$ cat src/rtl/sample_dot_acc_if.sv
// rtl/sample_dot_acc_if.sv - product input and result output handshake bundle for sample_dot_acc
interface sample_dot_acc_if #(
    parameter int DIN_WIDTH  = 13,
    parameter int DOUT_WIDTH = 13
);
    logic [DIN_WIDTH-1:0]  prod_data;
    logic                  prod_valid;
    logic                  prod_ready;
    logic [DOUT_WIDTH-1:0] acc_dout;
    logic                  acc_valid;
    logic                  acc_ready;
    logic                  acc_ovf;
    logic                  busy;

    modport master (
        output prod_data, prod_valid, acc_ready,
        input  prod_ready, acc_dout, acc_valid, acc_ovf, busy
    );

    modport slave (
        input  prod_data, prod_valid, acc_ready,
        output prod_ready, acc_dout, acc_valid, acc_ovf, busy
    );
endinterface

$ cat src/rtl/sample_dot_acc.sv
// rtl/sample_dot_acc.sv - streaming dot-product accumulator with rescale and narrowing
// Define SAMPLE_DOT_ACC_SAT_EN to clamp out-of-range results; otherwise they wrap.
module sample_dot_acc #(
    parameter int DIN_WIDTH  = 13,
    parameter int ACC_WIDTH  = 24,
    parameter int DOUT_WIDTH = 13,
    parameter int LEN        = 16,
    parameter int SHIFT      = 4
) (
    input  logic ap_clk,
    input  logic ap_rst,
    sample_dot_acc_if.slave bus
);
    localparam int CNT_W = (LEN > 1) ? $clog2(LEN) : 1;
    localparam logic [0:0] ST_ACC = 1'b0;
    localparam logic [0:0] ST_OUT = 1'b1;

    logic [0:0]                   state_q, state_d;
    logic signed [ACC_WIDTH-1:0]  acc_q, acc_d;
    logic [CNT_W-1:0]             cnt_q, cnt_d;
    logic [DOUT_WIDTH-1:0]        dout_q, dout_d;
    logic                         ovf_q, ovf_d;

    logic signed [ACC_WIDTH-1:0]  sum;
    logic signed [ACC_WIDTH-1:0]  shifted;
    logic [ACC_WIDTH-DOUT_WIDTH:0] hi_bits;
    logic                         in_range;
    logic                         last_beat;
    logic [DOUT_WIDTH-1:0]        narrowed;

    always_comb begin
        sum       = acc_q + {{(ACC_WIDTH-DIN_WIDTH){bus.prod_data[DIN_WIDTH-1]}}, bus.prod_data};
        shifted   = sum >>> SHIFT;
        // s fits in DOUT_WIDTH bits when every bit above the result sign bit matches it
        hi_bits   = shifted[ACC_WIDTH-1:DOUT_WIDTH-1];
        in_range  = (&hi_bits) | ~(|hi_bits);
        last_beat = (cnt_q == CNT_W'(LEN-1));
`ifdef SAMPLE_DOT_ACC_SAT_EN
        if (in_range)
            narrowed = shifted[DOUT_WIDTH-1:0];
        else if (shifted[ACC_WIDTH-1])
            narrowed = {1'b1, {(DOUT_WIDTH-1){1'b0}}};
        else
            narrowed = {1'b0, {(DOUT_WIDTH-1){1'b1}}};
`else
        narrowed = shifted[DOUT_WIDTH-1:0];
`endif
    end

    always_comb begin
        state_d = state_q;
        acc_d   = acc_q;
        cnt_d   = cnt_q;
        dout_d  = dout_q;
        ovf_d   = ovf_q;
        case (state_q)
            ST_ACC: begin
                if (bus.prod_valid) begin
                    if (last_beat) begin
                        acc_d   = '0;
                        cnt_d   = '0;
                        dout_d  = narrowed;
                        ovf_d   = ~in_range;
                        state_d = ST_OUT;
                    end else begin
                        acc_d = sum;
                        cnt_d = cnt_q + 1'b1;
                    end
                end
            end
            ST_OUT: begin
                if (bus.acc_ready)
                    state_d = ST_ACC;
            end
            default: state_d = ST_ACC;
        endcase
    end

    always_ff @(posedge ap_clk) begin
        if (ap_rst) begin
            state_q <= ST_ACC;
            acc_q   <= '0;
            cnt_q   <= '0;
            dout_q  <= '0;
            ovf_q   <= 1'b0;
        end else begin
            state_q <= state_d;
            acc_q   <= acc_d;
            cnt_q   <= cnt_d;
            dout_q  <= dout_d;
            ovf_q   <= ovf_d;
        end
    end

    // prod_ready is a pure function of state so it never depends on acc_ready
    assign bus.prod_ready = (state_q == ST_ACC);
    assign bus.acc_valid  = (state_q == ST_OUT);
    assign bus.acc_dout   = dout_q;
    assign bus.acc_ovf    = ovf_q;
    assign bus.busy       = (state_q == ST_OUT) || (cnt_q != '0);
endmodule

$ cat src/flat_wrapper.sv
// flat-port wrapper written by rule: the top's interface ports become plain ports
module sample_dot_acc_flat 
#(
    parameter int DIN_WIDTH  = 13,
    parameter int ACC_WIDTH  = 24,
    parameter int DOUT_WIDTH = 13,
    parameter int LEN        = 16,
    parameter int SHIFT      = 4
)
  (ap_clk, ap_rst, bus_prod_data, bus_prod_valid, bus_acc_ready, bus_prod_ready, bus_acc_dout, bus_acc_valid, bus_acc_ovf, bus_busy);
  sample_dot_acc_if #(.DIN_WIDTH(DIN_WIDTH), .DOUT_WIDTH(DOUT_WIDTH)) bus_i ();
  input  logic ap_clk;
  input  logic ap_rst;
  input wire logic [$bits(bus_i.prod_data)-1:0] bus_prod_data;
  input wire logic [$bits(bus_i.prod_valid)-1:0] bus_prod_valid;
  input wire logic [$bits(bus_i.acc_ready)-1:0] bus_acc_ready;
  output wire logic [$bits(bus_i.prod_ready)-1:0] bus_prod_ready;
  output wire logic [$bits(bus_i.acc_dout)-1:0] bus_acc_dout;
  output wire logic [$bits(bus_i.acc_valid)-1:0] bus_acc_valid;
  output wire logic [$bits(bus_i.acc_ovf)-1:0] bus_acc_ovf;
  output wire logic [$bits(bus_i.busy)-1:0] bus_busy;
  assign bus_i.prod_data = bus_prod_data;
  assign bus_i.prod_valid = bus_prod_valid;
  assign bus_i.acc_ready = bus_acc_ready;
  assign bus_prod_ready = bus_i.prod_ready;
  assign bus_acc_dout = bus_i.acc_dout;
  assign bus_acc_valid = bus_i.acc_valid;
  assign bus_acc_ovf = bus_i.acc_ovf;
  assign bus_busy = bus_i.busy;
  sample_dot_acc #(.DIN_WIDTH(DIN_WIDTH), .ACC_WIDTH(ACC_WIDTH), .DOUT_WIDTH(DOUT_WIDTH), .LEN(LEN), .SHIFT(SHIFT)) u_core (.ap_clk(ap_clk), .ap_rst(ap_rst), .bus(bus_i));
endmodule
$ cat config.mk
export PLATFORM = sky130hd
export DESIGN_NAME = sample_dot_acc_flat
export DESIGN_NICKNAME = d
export VERILOG_FILES = /design/src/rtl/sample_dot_acc_if.sv /design/src/rtl/sample_dot_acc.sv /design/src/flat_wrapper.sv
export SDC_FILE = /design/constraint.sdc
export NUM_CORES = 1
export LEC_CHECK = 0
export ABC_AREA = 1
export BUFFER_PORTS_ARGS = -buffer_cell sky130_fd_sc_hd__buf_4
export CAP_MARGIN = 20
export CORE_UTILIZATION = 40
export CTS_CLUSTER_DIAMETER = 30
export DETAILED_ROUTE_END_ITERATION = 16
export GPL_TIMING_DRIVEN = 0
export SLEW_MARGIN = 15
export SYNTH_ARGS = -nofsm -noshare
export SYNTH_HDL_FRONTEND = slang
export SYNTH_SLANG_ARGS = --single-unit
$ cat constraint.sdc
create_clock -name ap_clk -period 2.2 [get_ports ap_clk]
set_clock_uncertainty 0.1 [all_clocks]
set_input_delay 0.55 -clock ap_clk [delete_from_list [all_inputs] [get_ports ap_clk]]
set_output_delay 0.55 -clock ap_clk [all_outputs]
set_load 0.005 [all_outputs]
Yosys cells after proc, flatten, opt, wreduce, memory -nomap -nowiden --
Cells that the tools add are included. Widths: inputs -> output; s select.
Word-level totals: register bits 43, bits of input ports 17, output and inout port bits 17, logic and storage cells 24
Operators by class: $add $sub $neg 2, equal/unequal tests 1, mux-type cells 6, bitwise operators 4, reductions and logical operators 6
Operators by type and width (number):
- $add 24x24->24 | 1
- $mux 24 | 1
- $reduce_and 8->1 | 1
- $reduce_or 8->1 | 1
- $add 4x1->4 const B | 1
- $eq 4x4->1 const B | 1
- $mux 4 | 1
- $reduce_bool 4->1 | 1
- $mux 1 | 3
- $not 1->1 | 3
- $reduce_and 3->1 | 1
- $pmux 1 s2 | 1
- $reduce_and 2->1 | 1
- $logic_or 1x1->1 | 1
- $or 1x1->1 | 1

Depth between registers and ports, before layout --
depth after elaboration 5, gate-level depth with buffers 16, mapped depth without buffers 16

Worst setup path after synthesis --
Ideal clock, no wire load.
path type input port to flip-flop, start input port bus_prod_data[0], end register u_core.ovf_q (netlist: u_core.bus.acc_ovf), setup time 113 ps, arrival time 2056 ps, data required time 1987 ps, slack -70 ps, stages 14, cells stage by stage ha_1 -> fa_1 -> nand2_1 -> nand2_1 -> nand3_1 -> nand2_1 -> nand2_1 -> nand4_1 -> nand2_2 -> nand2_2 -> nor2_2 -> nand2_1 -> nand3_1 -> nand2_1
Between the ends: word-level cells in the longest chain between the ends 5, elaborated cells on any way between the ends 6
RTL lines:
- start: declaration | line flat_wrapper.sv:14 | input wire logic [$bits(bus_i.prod_data)-1:0] bus_prod_data;
- $add 24x24->24 * | line sample_dot_acc.sv:32 | sum = acc_q + {{(ACC_WIDTH-DIN_WIDTH){bus.prod_data[DIN_WIDTH-1]}}, bus.prod_data};
- $reduce_or 8->1 | line sample_dot_acc.sv:36 | in_range = (&hi_bits) | ~(|hi_bits);
- $not 1->1 | line sample_dot_acc.sv:36
- $or 1x1->1 * | line sample_dot_acc.sv:36
- $not 1->1 * | line sample_dot_acc.sv:63 | ovf_d = ~in_range;
- end signal: assignment | line sample_dot_acc.sv:91 | ovf_q <= ovf_d;
- end: declaration | line sample_dot_acc.sv:22 | logic ovf_q, ovf_d;
Mark *: on every way between the ends. The rest lies on a longest branch, timed or not. A chain may end at the register's enable or synchronous reset.

Final worst setup path --
start input port bus_prod_data[8], end register u_core.ovf_q (netlist: u_core.bus.acc_ovf)
Same word-level chain as after synthesis.

==> out/qor.csv <==
metric,value,unit
status,"finished, violations left",
violations,setup timing,
gr-usage-met1,27.3,%
path_clk_slew,90,ps
ys_seq_area_share,25.2,%
grt_pass1_vias,3204,
intPower,0.00150,W
start_util,41.4,%
p_clk_share,20.7,%
antenna_found_initial,0,
drt_wl_total,9.12,mm
cts_buffers,5,
place.gp.congestion,0.912,
drtIter0Drc,96,
finalSetupViolCount,1,
fmax,444,MHz
tightest_slew,563,ps
fin_util,50.1,%
synth_cell_types,33,
finalHoldViolations,0,
fin_ws,-49.8,ps
syn-num-nets,587,
cp_num_buf_inv,3,
crit_required,2310,ps
wire_per_inst,13.1,µm
powerDensity,615,nW/µm²
clock_latency,300,ps
slew_viol_final,0,
critPathMaxFanout,4,
grt_use_total,21.2,%
rsz0062_at_grt,true,
drtAntennaViolNets,0,
hold_depth,2,
htreeDepth,2,
fp-row-count,33,
ys_ff_latch,43,
min-delay-start,bus_acc_ready,
cts_tree,yes,
antenna_cells,0,
whs,329,ps
grt.busiest_layer,met2,
fin_nets,631,
crit_type,input port to flop,
fp.coreArea,8260,µm²
die-area,8920,µm²
first_pass_iters,4,
viasPerCell,4.82,
crit_path_end_kind,flop,
leakagePower,2.07,nW
cts_root_buffer,clkbuf_8,
die-height,94.5,µm
min_path_type,input port to flop,
syn_area,3420,µm²
crit_slowest_cell,ha_1,
power_frac_seq,34.7,%
cp_data_arrival_time,2360,ps
slew_headroom,62.5,%
grt_overflow_total,0,
min_to,u_core.bus.acc_valid$_SDFF_PP0_,
syn_area_per_cell,6.29,µm²
pin_count,34,
cp_slowest_stage_delay,360,ps
met3_usage,2.82,%
power,0.00254,W
r2r-start,u_core.acc_q[8]$_SDFFE_PP0P_,
post-dp-hpwl,7.20,mm
crit_path_frequent_cell,nand2_1,
port_buffers,33,
clock-sinks,43,
worstReg2RegEnd,u_core.bus.acc_ovf$_SDFFE_PP0P_,
synthToLayoutAreaGrowth,21.0,%
grt_pass1_wl,14.8,mm
power_switching,0.00104,W
synth-warning-count,0,
clk_path_buf_depth,2,
min_period,2250,ps
crit_chain,"buf_4, ha_1, nand2_2, inv_1, nand2_1, nand2_1, inv_1, nand3_1, nand2_1, nand3b_1, nand2_1, nand2_1, nor2_1, nand2_1, nand3_2, nand2_1",
ir_worst_vdd,0.000257,V
remaining_drc_errors,0,
r2r_slack,0,ps
num_vias,3346,
cap_violations,0,
cp_top_family,simple AND/OR/NAND/NOR gates,
combPwrFrac,44.7,%
r2r_cells,15,
synth_cells,544,
fillers,859,
grt_max_degree,14,
cp_num_cells,16,
drive_gt1_share,22.8,%
fp.dieW,94.5,µm
cp-start-kind,input port,
finalCritPeriodShare,102,%
swShare,41.0,%
met2_usage,37.5,%
metal layers:
| layer | part of all wire (%) | vias to the layer above |
|---|---|---|
| met4 | 1.1 | 0 |
| met5 | 0 | - |
| met2 | 47 | 48 |
| met1 | 49 | 1493 |
| met3 | 3.3 | 10 |
| li1 | - | 1795 |
how the worst max path moves through the flow:
stage                                  from                               to  slack (ps)
2_1_floorplan              bus_prod_data[0]  u_core.bus.acc_ovf$_SDFFE_PP0P_           5
3_3_place_gp               bus_prod_data[0]  u_core.bus.acc_ovf$_SDFFE_PP0P_        -430
3_5_place_dp               bus_prod_data[0]  u_core.bus.acc_ovf$_SDFFE_PP0P_        -470
4_1_cts                    bus_prod_data[0]  u_core.bus.acc_ovf$_SDFFE_PP0P_        0.09
5_1_grt        u_core.acc_q[2]$_SDFFE_PP0P_  u_core.bus.acc_ovf$_SDFFE_PP0P_        -110
6_report                   bus_prod_data[8]  u_core.bus.acc_ovf$_SDFFE_PP0P_         -50
worst register-to-register path: cells and delay by family (launching register included):
| family | cells | cell delay (ps) |
|---|---|---|
| and+or+nand+nor | 12 | 1230 |
| adders and majority gates | 1 | 350 |
| DFF | 1 | 330 |
| buffers and inverters | 2 | 110 |
state kept, by name (all words and copies together), names as in the netlist:
register and count:
u_core.cnt_q 4, u_core.bus.acc_dout 13, u_core.bus.acc_valid 1, u_core.bus.acc_ovf 1, u_core.acc_q 24
layout by cell type, fill, tap and decap left out, types with 2 or more instances in the layout:
cell	synthesis	layout
buf_4	0	36
o21ai_0	9	9
ha_1	25	10
or2_2	4	4
ha_2	0	7
nand3b_4	2	2
inv_2	3	3
clkinv_2	0	2
a21oi_2	0	5
ha_4	0	8
or2_1	2	2
nor2_2	9	12
a31oi_1	3	2
nand2_1	204	194
nand3_1	18	16
nor2_1	26	21
dfxtp_1	43	43
a211oi_1	2	2
clkbuf_1	7	8
and2_4	1	2
nand2_2	17	26
nand3_2	6	8
a22o_1	6	6
clkbuf_8	0	5
a21oi_1	37	32
inv_1	78	78
xnor2_1	12	12
nor2_4	6	8
nand4_1	12	12
nor3_1	3	3
synthesized netlist by cell type (all sizes together):
cell,count,area [µm²]
o31ai,1,7.51
or2,6,37.5
xnor2,12,105
inv,81,304
nor2,41,221
xor2,1,8.76
fa,1,20.0
a211oi,2,15.0
and2,2,15.0
buf,1,5.00
clkinv,1,3.75
nand2,221,872
o21ai,9,45.0
a22oi,1,7.51
nor3,3,15.0
a22o,6,52.6
nand3b,3,47.6
a21oi,37,185
o21bai,1,7.51
a31oi,3,18.8
nand3,24,150
ha,25,313
clkbuf,7,26.3
dfxtp,43,861
nand4,12,75.1
logic make-up after synthesis:
kind of cell               after synthesis  share of synthesized area (%)
AOI/OAI and AO/OA                       60                           9.92
xor gates and xnor gates                13                           3.33
adders and majority gates               26                           9.73
buffers and inverters                   90                           9.92
DFF                                     43                           25.2
and+or+nand+nor                        312                           41.9
power groups by stage:
| stage | logic [W] | registers, W | clock network (W) |
|---|---|---|---|
| after global placement | 0.00100 | 0.000888 | 0 |
| after CTS | 0.00109 | 0.000879 | 0.000546 |
| after global routing | 0.00127 | 0.000891 | 0.000564 |
| after floorplan | 0.000787 | 0.000882 | 0 |
| after detailed placement | 0.00102 | 0.000891 | 0 |
| final | 0.00114 | 0.000882 | 0.000526 |
timing repair:
item / 4_1_cts / 5_1_grt
endpoints found under the setup margin: 10 / 18
hold endpoints to repair: 0 / 0
pin swaps: 10 / 3
gates cloned: 0 / 0
resized for setup: 28 / 17
setup buffers: 4 / 0
hold buffers: 0 / 0
metrics by stage:
step | instances | setup slack [ps] | area (µm²) | setup TNS [ps]
floorplan | 544 | 4.69 | 3430 | 0
global placement | 682 | -429 | 3810 | -4460
detailed placement | 682 | -465 | 3810 | -5100
CTS | 694 | 0.0902 | 4060 | 0
global route | 694 | -112 | 4140 | -177
finish | 694 | -49.8 | 4140 | -49.8
layout make-up:
class / instances / area (µm²) / area share (%)
well taps: 105 / 131 / 3.18
clock buffers: 6 / 72.6 / 1.75
multi-input cells: 411 / 2430 / 58.7
clock inverters: 2 / 12.5 / 0.302
inverters: 82 / 309 / 7.47
repair buffers: 37 / 290 / 7.02
flip-flops and latches: 43 / 861 / 20.8
plain buffers: 8 / 31.3 / 0.756
Power figures use the tool's default switching activity.
